File: config.mk
export PLATFORM = sky130hd
export DESIGN_NAME = div_unit
export DESIGN_NICKNAME = d
export VERILOG_FILES = /design/src/rtl/div_unit.sv
export SDC_FILE = /design/constraint.sdc
export NUM_CORES = 1
export LEC_CHECK = 0
export BUFFER_PORTS_ARGS = -buffer_cell sky130_fd_sc_hd__buf_2
export CAP_MARGIN = 20
export CORE_ASPECT_RATIO = 0.7
export CORE_MARGIN = 3
export CORE_UTILIZATION = 45
export DETAILED_ROUTE_END_ITERATION = 8
export HOLD_SLACK_MARGIN = 0.12
export PLACE_DENSITY_LB_ADDON = 0.05
export SKIP_CTS_REPAIR_TIMING = 1
export SYNTH_ARGS = -nofsm -noshare
export SYNTH_HDL_FRONTEND = slang
export SYNTH_SLANG_ARGS = --single-unit
File: constraint.sdc
create_clock -name clk -period 8.15 [get_ports clk]
set_input_delay 0.815 -clock clk [delete_from_list [all_inputs] [get_ports clk]]
set_output_delay 0.815 -clock clk [all_outputs]
set_load 0.01 [all_outputs]
File: src/rtl/div_unit.sv
`timescale 1ns/1ps
// -----------------------------------------------------------------------------
// div_unit
//
// Iterative restoring divider for the RV32M DIV / DIVU / REM / REMU group.
// It sits beside the sequential multiplier in the ALU mul/div path and shares
// its start/done handshake with the execute stage. One quotient bit is
// produced per clock, so every operation takes the same number of cycles,
// including divide-by-zero and signed overflow.
//
// Ports
//   clk     in   1   rising-edge clock
//   reset   in   1   asynchronous, active-low reset
//   start   in   1   request; only looked at while idle
//   op      in   2   00 DIV, 01 DIVU, 10 REM, 11 REMU (funct3[1:0])
//   rs1     in   W   dividend, captured with start
//   rs2     in   W   divisor, captured with start
//   busy    out  1   high whenever an operation is in flight
//   done    out  1   one-cycle pulse, result valid
//   result  out  W   quotient or remainder, held until the next result
// -----------------------------------------------------------------------------
module div_unit #(
    parameter int W  = 32,
    parameter int CW = 5
) (
    input  logic         clk,
    input  logic         reset,
    input  logic         start,
    input  logic [1:0]   op,
    input  logic [W-1:0] rs1,
    input  logic [W-1:0] rs2,
    output logic         busy,
    output logic         done,
    output logic [W-1:0] result
);

    typedef enum logic [1:0] {
        S_IDLE = 2'd0,
        S_CALC = 2'd1,
        S_SIGN = 2'd2,
        S_DONE = 2'd3
    } state_t;

    localparam logic [W-1:0]  MIN_NEG   = {1'b1, {(W-1){1'b0}}};
    localparam logic [CW-1:0] CNT_START = CW'(W - 1);

    state_t        r_state;
    state_t        w_next_state;

    logic [1:0]    r_op;       // latched operation code
    logic          r_sa;       // dividend was negative (signed ops only)
    logic          r_sb;       // divisor was negative (signed ops only)
    logic          r_dz;       // divide by zero
    logic          r_ovf;      // signed overflow: MIN_NEG / -1
    logic [W-1:0]  r_dvd;      // dividend magnitude, shifts into quotient
    logic [W-1:0]  r_dvs;      // divisor magnitude
    logic [W-1:0]  r_rem;      // partial remainder, always < divisor
    logic [CW-1:0] r_cnt;      // iterations still to run after this one
    logic [W-1:0]  r_result;
    logic          r_done;

    // ------------------------------------------------------------------------
    // Operand capture
    // ------------------------------------------------------------------------
    logic          w_signed_op;
    logic          w_rs1_neg;
    logic          w_rs2_neg;
    logic [W-1:0]  w_rs1_mag;
    logic [W-1:0]  w_rs2_mag;
    logic          w_dz;
    logic          w_ovf;
    logic          w_accept;

    assign w_signed_op = ~op[0];
    assign w_rs1_neg   = w_signed_op & rs1[W-1];
    assign w_rs2_neg   = w_signed_op & rs2[W-1];
    // MIN_NEG negates to itself, which is still the correct unsigned magnitude.
    assign w_rs1_mag   = w_rs1_neg ? (~rs1 + 1'b1) : rs1;
    assign w_rs2_mag   = w_rs2_neg ? (~rs2 + 1'b1) : rs2;
    assign w_dz        = (rs2 == '0);
    assign w_ovf       = w_signed_op & (rs1 == MIN_NEG) & (rs2 == '1);
    assign w_accept    = (r_state == S_IDLE) & start;

    // ------------------------------------------------------------------------
    // One restoring step
    // ------------------------------------------------------------------------
    // The trial value needs W+1 bits: the remainder is below a divisor that
    // may use all W bits, so shifting it left can carry out of bit W-1.
    logic [W:0]    w_trial;
    logic [W:0]    w_diff;
    logic          w_q_bit;
    logic [W-1:0]  w_rem_next;

    assign w_trial    = {r_rem, r_dvd[W-1]};
    assign w_diff     = w_trial - {1'b0, r_dvs};
    // No borrow out of the subtraction means trial >= divisor.
    assign w_q_bit    = ~w_diff[W];
    assign w_rem_next = w_q_bit ? w_diff[W-1:0] : w_trial[W-1:0];

    // ------------------------------------------------------------------------
    // Sign fix-up and special cases
    // ------------------------------------------------------------------------
    logic [W-1:0]  w_quot_signed;
    logic [W-1:0]  w_rem_signed;
    logic [W-1:0]  w_final;

    assign w_quot_signed = (r_sa ^ r_sb) ? (~r_dvd + 1'b1) : r_dvd;
    assign w_rem_signed  = r_sa ? (~r_rem + 1'b1) : r_rem;

    always_comb begin
        // NOTE: every output of a combinational block gets a default before
        // any branch, so no path leaves it unassigned and no latch appears.
        w_final = r_op[1] ? w_rem_signed : w_quot_signed;
        if (r_dz) begin
            // With a zero divisor the loop leaves the whole dividend magnitude
            // in the remainder, so the signed remainder is already rs1.
            w_final = r_op[1] ? w_rem_signed : '1;
        end else if (r_ovf) begin
            w_final = r_op[1] ? '0 : MIN_NEG;
        end
    end

    // ------------------------------------------------------------------------
    // FSM
    // ------------------------------------------------------------------------
    always_ff @(posedge clk or negedge reset) begin
        // NOTE: state registers use non-blocking assignments so every flop
        // samples the pre-edge values, independent of statement order.
        if (!reset) begin
            r_state <= S_IDLE;
        end else begin
            r_state <= w_next_state;
        end
    end

    always_comb begin
        w_next_state = r_state;
        case (r_state)
            S_IDLE:  if (start) w_next_state = S_CALC;
            S_CALC:  if (r_cnt == '0) w_next_state = S_SIGN;
            S_SIGN:  w_next_state = S_DONE;
            S_DONE:  w_next_state = S_IDLE;
            default: w_next_state = S_IDLE;
        endcase
    end

    // ------------------------------------------------------------------------
    // Datapath registers
    // ------------------------------------------------------------------------
    always_ff @(posedge clk or negedge reset) begin
        // NOTE: the datapath is a handful of plain registers, not a memory
        // array, so all of it is cleared by reset and an abort leaves no
        // stale operand or result behind.
        if (!reset) begin
            r_op     <= '0;
            r_sa     <= 1'b0;
            r_sb     <= 1'b0;
            r_dz     <= 1'b0;
            r_ovf    <= 1'b0;
            r_dvd    <= '0;
            r_dvs    <= '0;
            r_rem    <= '0;
            r_cnt    <= '0;
            r_result <= '0;
            r_done   <= 1'b0;
        end else begin
            // done is high exactly while the FSM sits in DONE.
            r_done <= (r_state == S_SIGN);

            if (w_accept) begin
                r_op  <= op;
                r_sa  <= w_rs1_neg;
                r_sb  <= w_rs2_neg;
                r_dz  <= w_dz;
                r_ovf <= w_ovf;
                r_dvd <= w_rs1_mag;
                r_dvs <= w_rs2_mag;
                r_rem <= '0;
                r_cnt <= CNT_START;
            end else if (r_state == S_CALC) begin
                r_rem <= w_rem_next;
                r_dvd <= {r_dvd[W-2:0], w_q_bit};
                // Hold at zero on the last step rather than wrapping.
                if (r_cnt != '0) begin
                    r_cnt <= r_cnt - 1'b1;
                end
            end else if (r_state == S_SIGN) begin
                r_result <= w_final;
            end
        end
    end

    assign busy   = (r_state != S_IDLE);
    assign done   = r_done;
    assign result = r_result;

endmodule
* Yosys cells after proc, flatten, opt, wreduce, memory -nomap -nowiden *
Cells that the tools add are included.

word-level totals
  output and inout bits = 34
  bits in registers = 142
  word-level logic and storage cells = 69
  bits of input ports = 69

cells by class
  bitwise logic cells = 14
  add/subtract/negate cells = 6
  equal/unequal tests = 7
  mux-type cells = 20
  reductions and logical operators = 10

operator list
  cell                                                  count
  2-to-1 mux 32 bit                                     14
  adder 32 x 1 -> 32 bit (second input constant)        4
  NOT 32 bit                                            4
  equality test 32 bit (second input constant)          2
  subtractor 33 x 32 -> 33 bit                          1
  zero test 32 bit                                      1
  2-to-1 mux 5 bit                                      3
  case mux 2 bit (4 select lines)                       1
  nonzero test 2 bit                                    3
  bitwise AND 1 bit                                     5
  zero test 5 bit                                       1
  nonzero test 5 bit                                    1
  subtractor 5 x 1 -> 5 bit (second input constant)     1
  equality test 2 bit (second input constant)           2
  2-to-1 mux 2 bit                                      2
  != test 2 bit (second input constant)                 2
  NOT 1 bit                                             4
  AND reduction 2 bit                                   2
  AND reduction 3 bit                                   1
  equality test 2 x 1 -> 1 bit (second input constant)  1
  zero test 2 bit                                       1
  XOR 1 bit                                             1

* Logic depth before layout (Yosys ltp) *
  word-level depth = 6
  depth in mapped cells = 13
  depth with buffers taken out = 12

* Worst setup path after synthesis *
OpenSTA, ideal clock, no wires.

  path type = input to register
  from = in rs1[6]
  to = reg r_dvd[29]
  slack = 5.163 ns
  data arrival time = 2.851 ns
  cell stages on the path = 9
  setup time = 0.136 ns
  cell sequence = or4_4 > or3_4 > or4_4 > nor2_1 > and3_1 > a21oi_1 > xor2_1 > nand2_1 > o21ai_0

between the ends
  cells in the longest elaborated chain, start to end = 4

ends and longest elaborated chain
  element                 RTL line  text
  from (decl)             30        input logic [W-1:0] rs1,
  NOT 32 bit              78        assign w_rs1_mag = w_rs1_neg ? (~rs1 + 1'b1) : rs1;
  adder 32 x 1 -> 32 bit  78
  2-to-1 mux 32 bit       78
  2-to-1 mux 32 bit       170       if (w_accept) begin
  to (signal assigned)    176       r_dvd <= w_rs1_mag;
  to (signal assigned)    182       r_dvd <= {r_dvd[W-2:0], w_q_bit};
  to (decl)               55        logic [W-1:0] r_dvd;

No other way between the ends.
A chain may end at the register's enable or synchronous reset.

* Final worst setup path *
  from = reg r_rem[0]
  to = reg r_rem[5]

between the ends
  cells in the longest elaborated chain, start to end = 4

ends and longest elaborated chain
  element                       RTL line  text
  from (decl)                   57        logic [W-1:0] r_rem;
  from (signal assigned)        181       r_rem <= w_rem_next;
  subtractor 33 x 32 -> 33 bit  95        assign w_diff = w_trial - {1'b0, r_dvs};
  2-to-1 mux 32 bit             98        assign w_rem_next = w_q_bit ? w_diff[W-1:0] : w_trial[W-1:0];
  2-to-1 mux 32 bit             180       end else if (r_state == S_CALC) begin
  2-to-1 mux 32 bit             170

No other way between the ends. The select of a mux whose other input is x is not followed.

==> results.json <==
{
  "flow.area_growth_from_synthesis_pct": 12.4,
  "achievable-frequency_mhz": 260,
  "synth_edf_count": 0,
  "drt-total-wl_mm": 31.1,
  "cellLeakagePower_uw": 0.00528,
  "globalRoute.totalOverflow": 0,
  "initial_antenna_violation_count": 0,
  "clockBufferDepth": 2,
  "ys.warnings.count": 0,
  "critPathMaxFanout": 32,
  "maxCapViolCount": 0,
  "criticalPathCategory": "flop to flop",
  "post_drt_wl_per_cell_um": 18.1,
  "mean_syn_cell_area_sq_um": 8.27,
  "cts.root.buffer_cell": "clkbuf_16",
  "drive_gt1_share_pct": 12.5,
  "worstPathRequired_ns": 8.42,
  "count_of_different_cell_masters_after_synthesis": 76,
  "worstHoldPathType": "input port to async pin",
  "placement.cell_area_sq_mm": 0.0116,
  "placement.io_buffers": 102,
  "crit-reg2reg-capture": "r_rem[5]",
  "critPathTopFamily": "compound AO/OA/AOI/OAI gates",
  "most-common-layout-cells": "o21ai_0 (165), dfrtp_1 (141), nand2_1 (134), a21oi_1 (108), buf_2 (101)",
  "globalplace.congestion": 0.882,
  "dr_total_vias": 9844,
  "slew_of_the_pin_with_the_lowest_slew_margin_ns": 1.05,
  "crit_top_cell": "a21oi_1",
  "timing.critical_path.to_type": "flop",
  "layout.cells.non_filler": 1715,
  "ir_worst_vdd_v": 0.000280,
  "run_status": "finished, final reports clean",
  "number_of_standard_cells_after_synthesis": 1321,
  "clock_sink_count": 141,
  "setup_viol": 0,
  "final.setup.tns_ns": 0,
  "htreeDepth": 4,
  "multi_input_comb_area_sq_mm": 0.00677,
  "ys_seq_area_share_pct": 32.3,
  "dpl.hpwl_mm": 22.6,
  "start_kind": "flop",
  "core_sq_mm": 0.0238,
  "finalClockSkew_ns": 0.00915,
  "layout.nets": 1497,
  "tritoncts": "built",
  "initial_core_util_pct": 46.0,
  "most_frequent_standard_cell_in_the_layout_excluding_fill_and_tap_cells": "o21ai_0",
  "worstRegToRegCells": 11,
  "relative_slew_margins_pct": 29.1,
  "synth_top_area_cell": "dfrtp_1",
  "num-fill-cells": 2388,
  "cell_chain_critical_path": "inv_1 -> fa_1 -> nand2b_1 -> a21o_1 -> a211o_1 -> a21oi_1 -> o211ai_2 -> nand4_2 -> nand3_4 -> mux2i_1 -> a21oi_1",
  "power_density_mw_per_mm2": 494,
  "dr.first_iter.drc_count": 710,
  "rsz0062_at_grt": "no",
  "synth.cell_area_sq_mm": 0.0109,
  "ys.flop_type": "dfrtp_1",
  "insertion_delay_to_the_later_sink_of_the_worst_skew_pair_ns": 0.43,
  "postSynthRegisterBits": 141,
  "maximum_number_of_pins_on_one_net_before_global_route_repair": 88,
  "global_route_wire_length_before_repair_mm": 49.5,
  "die-height_um": 136,
  "post_route_minimum_period_ns": 3.84,
  "gr-usage-all-layers_pct": 23.8,
  "pins_over_their_slew_limit": 0,
  "synth_largest_type_area_fraction_pct": 32.3,
  "final-hold-violation-count": 0,
  "numCtsBuffers": 17,
  "clkTransAtPathRegs_ns": 0.06,
  "r2r_setup_slack_ns": 4.31,
  "timing.critical_path.arrival_ns": 4.11,
  "hold-worst-slack_ns": 0.473,
  "count_of_pins_on_the_block_boundary": 103,
  "worstPathBufferInverterCount": 1,
  "top_area_cells_in_the_synthesized_netlist": "dfrtp_1 (32%), o21ai_0 (7.6%), xnor2_1 (7.0%)",
  "critical_path_cell_count": 11,
  "number_of_global_route_vias_before_repair": 8874,
  "core.rowCount": 47,
  "cell_at_the_slowest_stage_of_the_critical_path": "a21oi_1",
  "synth_fp_nets": 1434,
  "full_die_area_sq_mm": 0.0262,
  "period_share_pct": 47.1,
  "dp.cells": 1682,
  "fp.dieW_um": 192,
  "final_design_area_no_fill_sq_mm": 0.0123,
  "seq_area_sq_mm": 0.00353,
  "drt_first_pass_iters": 5,
  "drcViolationCount": 0,
  "diodes": 0,
  "detail_route.vias_per_cell": 5.74,
  "worst_r2r_startpoint": "r_rem[0]",
  "share_of_flip_flops_with_an_asynchronous_set_or_reset_after_synthesis_pct": 100,
  "slowest_delay_ns": 0.51,
  "drtAntennaViolNets": 0
}
## flip-flops by register name (all words and copies together), names as in the netlist, 2 cells and up
name	cells
r_dvd	32
r_dvs	32
r_rem	32
result	32
r_cnt	5
r_state	2
## through the flow
stage	total power [uW]	util [%]	setup WS, ns
final	6070	51.7	4.31
after global routing	6620	51.7	4.09
after CTS	6060	51.6	4.35
after detailed placement	5180	49.0	4.40
after global placement	5150	49.0	4.56
after floorplan	4300	-	5.16
## layout make-up
class,instances,area share (%)
inverters,93,2.84
repair buffers,113,4.94
clock buffers,20,3.72
multi-input cells,1018,55.2
flip-flops and latches,141,28.7
clock inverters,12,1.37
well taps,318,3.24
## report_power, final
| part | total (uW) | leakage (uW) | switching [uW] | internal, uW |
|---|---|---|---|---|
| Combinational | 3770 | 0.00325 | 2190 | 1580 |
| Clock | 842 | 0.000302 | 317 | 525 |
| Sequential | 1460 | 0.00173 | 411 | 1050 |
| Total | 6070 | 0.00528 | 2920 | 3150 |
## logic make-up (layout without fill, tap and decap cells)
group	count (synthesis)	in the layout	synth area share, %
flops	141	141	32.3
xor+xnor	147	147	11.8
simple gates	348	348	15.8
buf+inv	162	238	5.85
compound gates	424	424	24.1
mux	55	55	5.05
fa+ha+maj	44	44	5.11
## metal layers
| layer | GRT usage [%] | wire length, um | up-vias | share of wire, % |
|---|---|---|---|---|
| met5 | 0 | 0 | - | 0 |
| met4 | 4.37 | 248 | 0 | 0.80 |
| met3 | 4.05 | 1660 | 15 | 5.3 |
| met2 | 33.4 | 12900 | 246 | 41 |
| met1 | 38.0 | 16300 | 4747 | 52 |
| li1 | - | - | 4836 | - |
## worst max path at each step
stage / startpoint / to / slack [ns]
floorplan: rs1[6] / r_dvd[29] / 5.16
global placement: r_dvd[31] / r_rem[0] / 4.56
detailed placement: r_rem[0] / r_rem[7] / 4.40
CTS: r_rem[0] / r_rem[5] / 4.35
global route: r_dvd[31] / r_rem[5] / 4.09
finish: r_rem[0] / r_rem[5] / 4.31
## cell usage after synthesis (18+ instances only)
cell type / count
o21ai_0: 165
dfrtp_1: 141
nand2_1: 135
a21oi_1: 108
inv_1: 93
xnor2_1: 87
nor2_1: 66
xor2_1: 60
clkbuf_1: 56
mux2i_1: 54
ha_1: 43
o221ai_1: 26
nor3_1: 23
o31ai_1: 20
nor4_1: 18
Power figures use the tool's default switching activity.
